[config.mk]
export PLATFORM = sky130hd
export DESIGN_NAME = pc_gen
export DESIGN_NICKNAME = d
export VERILOG_FILES = /design/src/rtl/pc_gen.sv
export SDC_FILE = /design/constraint.sdc
export NUM_CORES = 1
export LEC_CHECK = 0
export BUFFER_PORTS_ARGS = -buffer_cell sky130_fd_sc_hd__clkbuf_2
export CAP_MARGIN = 10
export CELL_PAD_IN_SITES_DETAIL_PLACEMENT = 0
export CELL_PAD_IN_SITES_GLOBAL_PLACEMENT = 1
export CORE_MARGIN = 2
export CORE_UTILIZATION = 34
export CTS_BUF_LIST = sky130_fd_sc_hd__clkbuf_16
export DETAILED_ROUTE_END_ITERATION = 12
export PLACE_DENSITY_LB_ADDON = 0.1
export SYNTH_ARGS = -nofsm -noshare
export SYNTH_HDL_FRONTEND = slang
export SYNTH_SLANG_ARGS = --single-unit
[constraint.sdc]
create_clock -name clk_i -period 2.17 [get_ports clk_i]
set_input_delay 0 -clock clk_i [delete_from_list [all_inputs] [get_ports clk_i]]
set_output_delay 0 -clock clk_i [all_outputs]
set_load 0.02 [all_outputs]
[src/rtl/pc_gen.sv]
// Program counter generator: sequential fetch addressing with stall, fetch
// handshake, and trap/jump redirects (trap has priority) with alignment checks.
module pc_gen #(
  parameter int unsigned           ADDR_WIDTH   = 32,
  parameter logic [ADDR_WIDTH-1:0] RESET_VECTOR = ADDR_WIDTH'(32'h0000_0000),
  parameter int unsigned           PC_STEP      = 4
) (
  input  logic                  clk_i,
  input  logic                  rst_i,
  input  logic                  stall_i,
  input  logic                  jump_en_i,
  input  logic [ADDR_WIDTH-1:0] jump_addr_i,
  input  logic                  trap_en_i,
  input  logic [ADDR_WIDTH-1:0] trap_vec_i,
  input  logic                  fetch_ack_i,
  output logic [ADDR_WIDTH-1:0] pc_o,
  output logic                  ce_o,
  output logic                  flush_o,
  output logic                  misalign_o
);

  typedef enum logic {
    IDLE = 1'b0,
    RUN  = 1'b1
  } state_t;

  localparam logic [ADDR_WIDTH-1:0] STEP       = ADDR_WIDTH'(PC_STEP);
  localparam logic [ADDR_WIDTH-1:0] ALIGN_MASK = ADDR_WIDTH'(PC_STEP - 1);

  state_t                  r_state;
  state_t                  w_state_nxt;
  logic [ADDR_WIDTH-1:0]   r_pc;
  logic [ADDR_WIDTH-1:0]   w_pc_nxt;
  logic                    r_ce;
  logic                    w_ce_nxt;
  logic                    r_flush;
  logic                    w_flush_nxt;
  logic                    r_misalign;
  logic                    w_misalign_nxt;
  logic                    w_trap_mis;
  logic                    w_jump_mis;

  assign w_trap_mis = |(trap_vec_i & ALIGN_MASK);
  assign w_jump_mis = |(jump_addr_i & ALIGN_MASK);

  always_ff @(posedge clk_i) begin
    if (rst_i) begin
      r_state    <= IDLE;
      r_pc       <= RESET_VECTOR;
      r_ce       <= 1'b0;
      r_flush    <= 1'b0;
      r_misalign <= 1'b0;
    end else begin
      r_state    <= w_state_nxt;
      r_pc       <= w_pc_nxt;
      r_ce       <= w_ce_nxt;
      r_flush    <= w_flush_nxt;
      r_misalign <= w_misalign_nxt;
    end
  end

  always_comb begin
    w_state_nxt    = r_state;
    w_pc_nxt       = r_pc;
    w_ce_nxt       = r_ce;
    w_flush_nxt    = 1'b0;
    w_misalign_nxt = 1'b0;
    case (r_state)
      IDLE: begin
        w_state_nxt = RUN;
        w_pc_nxt    = RESET_VECTOR;
        w_ce_nxt    = 1'b1;
      end
      RUN: begin
        w_ce_nxt = !stall_i;
        if (trap_en_i) begin
          // Misaligned trap vectors are forced onto the fetch grid, not dropped.
          w_pc_nxt       = trap_vec_i & ~ALIGN_MASK;
          w_flush_nxt    = 1'b1;
          w_misalign_nxt = w_trap_mis;
        end else if (jump_en_i && !w_jump_mis) begin
          w_pc_nxt    = jump_addr_i;
          w_flush_nxt = 1'b1;
        end else begin
          w_misalign_nxt = jump_en_i;
          if (r_ce && fetch_ack_i && !stall_i)
            w_pc_nxt = r_pc + STEP;
        end
      end
      default: w_state_nxt = IDLE;
    endcase
  end

  assign pc_o       = r_pc;
  assign ce_o       = r_ce;
  assign flush_o    = r_flush;
  assign misalign_o = r_misalign;

endmodule
==> run summary <==
Outcome: completed
Synthesis-to-layout area growth: 35.8%
Fill cells: 807
Crit path DAT: 2220 ps
Core area: 7610 µm²
Detailed placement HPWL: 7320 µm
Cell area after synthesis: 2630 µm²
Leakage Power: 0.00153 µW
PortBufs: 104
Top cells by area, synth: dfxtp_1 27%, a21oi_1 5.3%, nand2_1 4.7%
Vias: 3103
Gr busiest metal: met2
Worst Hold Class: input port to flip-flop
WP data required: 2330 ps
Top-area cell type share of the netlist area: 0.274
Cts bufs inserted: 5
Syn Inst Count: 339
Final number of max-transition violations: 0
Slowest CP cell: or4_4
Number of synthesized flops with an enable pin: 0
Die ar.: 8450 µm²
Final hold slack: 4.76 ps
Detailed Route WL: 9720 µm
Syn nets: 410
WP buf/inv: 0
Initial antenna violation count: 0
First-pass DRT Iterations: 5
DRT antenna net count: 0
FP Rows: 32
Hold Path Sink: pc_o[5]
Area leader, netlist: dfxtp_1
CP max FO: 6
Yosys reg bits: 36
M1 GR Usage: 0.320
R2R depth: 6
Setup violators final: 0
Ys Warns: 0
Post-CTS Setup Bufs: 0
Final Hold Fails: 0
Unique masters post-synth: 70
Final GP Congestion: 0.870
Layout net count: 530
Drt wl/cell: 17.3 µm
Vias/cell: 5.52
Die W: 91.9 µm
Largest net degree at the start of global routing: 25
Max-Cap Viols: 0
Start point of the worst min-delay path: jump_addr_i[5]
Iter 0 DRT Violations: 144
IO Pins: 105
CTS Buffer Depth: 2
RSZ-0062 raised after global routing: no
Reg-to-reg startpoint: pc_o[3]
Root buffer cell: clkbuf_16
Critical Path Start Type: flip-flop
CP Capture Type: flip-flop
Worst hold path depth: 3
Worst-margin pin slew: 836 ps
Fmax: 486 MHz
Vias in the first global route: 2932
Fin crit share: 0.949
Min Clock Period, post-route: 2060 ps
Starting Density: 0.345
Most frequent cell after synthesis: dfxtp_1
Die H: 91.9 µm
Met2 GRT Util: 0.370
Non-filler cells, final: 562
Cell chain of the critical path: ha_1 > nand4_1 > or4_4 > or2_1 > o31ai_2 > a21oi_1
Placed Area: 3300 µm²
Fin util: 0.469
Clock slew at reported path FFs: 60 ps
# diodes: 0
GRT Total Usage: 0.227
Reg2reg setup slack: 110 ps
Design Area, Final: 3570 µm²
Crit-path leading delay family: simple AND/OR/NAND/NOR gates
Ys async rst share: 0
Setup_tns: 0 ps
Critical Path Max Stage Delay: 590 ps
Grt met3 use: 0.0345
Pwr Density: 543 nW/µm²
Share of cells above drive strength 1: 0.320
TritonCTS clock tree: done
Reg2Reg Capture Point: pc_o[24]
H-Tree Depth: 2
Global-route wire length before repair: 15300 µm
Max_slew headroom: 0.440
VDD IR max: 0.393 mV
Post-synth top flop: dfxtp_1
Register area share after synthesis: 0.274
Syn_area_per_cell: 7.75 µm²
Clock Sinks: 36
Placed cell count: 544
Clock latency at the later pin of the worst-skew pair: 280 ps
Final Skew: 7.09 ps
Total gr overflow: 0
CP Class: flip-flop to flip-flop
Synth top cells by count: 36 x dfxtp_1, 33 x nand2_1, 28 x a21oi_1
# DRC: 0
==> layout by cell type, fill, tap and decap left out, drive strengths merged, types with 3 or more instances in the layout <==
master / synthesis / routed
a211oi: 6 / 6
a21oi: 28 / 28
a22oi: 4 / 4
a31oi: 5 / 5
and2: 5 / 5
and3: 9 / 9
and4: 8 / 8
buf: 19 / 22
clkbuf: 4 / 109
dfxtp: 36 / 36
dlygate4sd3: 0 / 10
inv: 7 / 8
nand2: 34 / 34
nand2b: 4 / 4
nand3: 19 / 19
nand4: 11 / 11
nor2: 18 / 18
nor3: 17 / 17
nor3b: 5 / 5
nor4: 3 / 3
o211ai: 5 / 5
o21ai: 22 / 22
o221ai: 5 / 5
o22a: 3 / 3
o2bb2ai: 4 / 4
o31a: 4 / 4
o31ai: 11 / 11
xor2: 3 / 3
==> worst min-delay path, cell delays in order <==
cell and delay (ps):
clkbuf_2 70, o2111ai_1 100, o21ai_1 80
==> sequential cells by signal (all words and copies together), names as in the netlist <==
register    flops
misalign_o      1
flush_o         1
ce_o            1
pc_o           32
r_state         1
==> cell type report <==
| type | instances | area, µm² | area share |
|---|---|---|---|
| clock buffers | 5 | 125 | 0.0351 |
| repair buffers | 136 | 786 | 0.220 |
| multi-input cells | 273 | 1740 | 0.489 |
| clock inverters | 3 | 38.8 | 0.0109 |
| well taps | 102 | 128 | 0.0358 |
| inverters | 7 | 26.3 | 0.00737 |
| flip-flops and latches | 36 | 721 | 0.202 |
==> logic make-up after synthesis <==
| group | share of synthesized area |
|---|---|
| and+or+nand+nor | 0.308 |
| muxes | 0.00762 |
| xor gates and xnor gates | 0.0167 |
| DFF | 0.274 |
| adders and majority gates | 0.00476 |
| buffers and inverters | 0.0629 |
| AOI/OAI and AO/OA | 0.326 |
==> worst max-delay path by stage <==
| stage | startpoint | endpoint | slack (ps) | depth (start not counted) |
|---|---|---|---|---|
| detailed placement | pc_o[3] | pc_o[24] | 140 | 6 |
| CTS | pc_o[3] | pc_o[24] | 130 | 6 |
| finish | pc_o[3] | pc_o[24] | 110 | 6 |
| global placement | pc_o[7] | pc_o[25] | 210 | 5 |
| global route | pc_o[3] | pc_o[24] | 20 | 6 |
| floorplan | pc_o[2] | pc_o[24] | 140 | 6 |
==> through the flow <==
step / setup slack [ps] / power [µW]
6_report: 110 / 1940
5_1_grt: 18.7 / 2010
4_1_cts: 125 / 1950
3_3_place_gp: 214 / 1110
3_5_place_dp: 135 / 1110
2_1_floorplan: 144 / 940
==> repair_timing <==
item | CTS | global route
hold buffers | 10 | 0
hold endpoints to repair | 10 | 0
resized for setup | 0 | 1
endpoints found under the setup margin | 0 | 1
==> routing by layer <==
metal / part of all wire / routed length [µm] / vias up
met5: 0 / 0 / -
met4: 0.011 / 105 / 0
met3: 0.051 / 496 / 9
met2: 0.45 / 4390 / 96
met1: 0.49 / 4730 / 1441
li1: - / - / 1557
==> report_power, final <==
part	internal [µW]	switching, µW	total, µW	leakage, µW
combinational	165	217	383	0.00115
clock	536	291	827	0.0000850
sequential	688	38.6	727	0.000294
total	1390	547	1940	0.00153
Note: power is estimated with default switching activity, not from simulation.
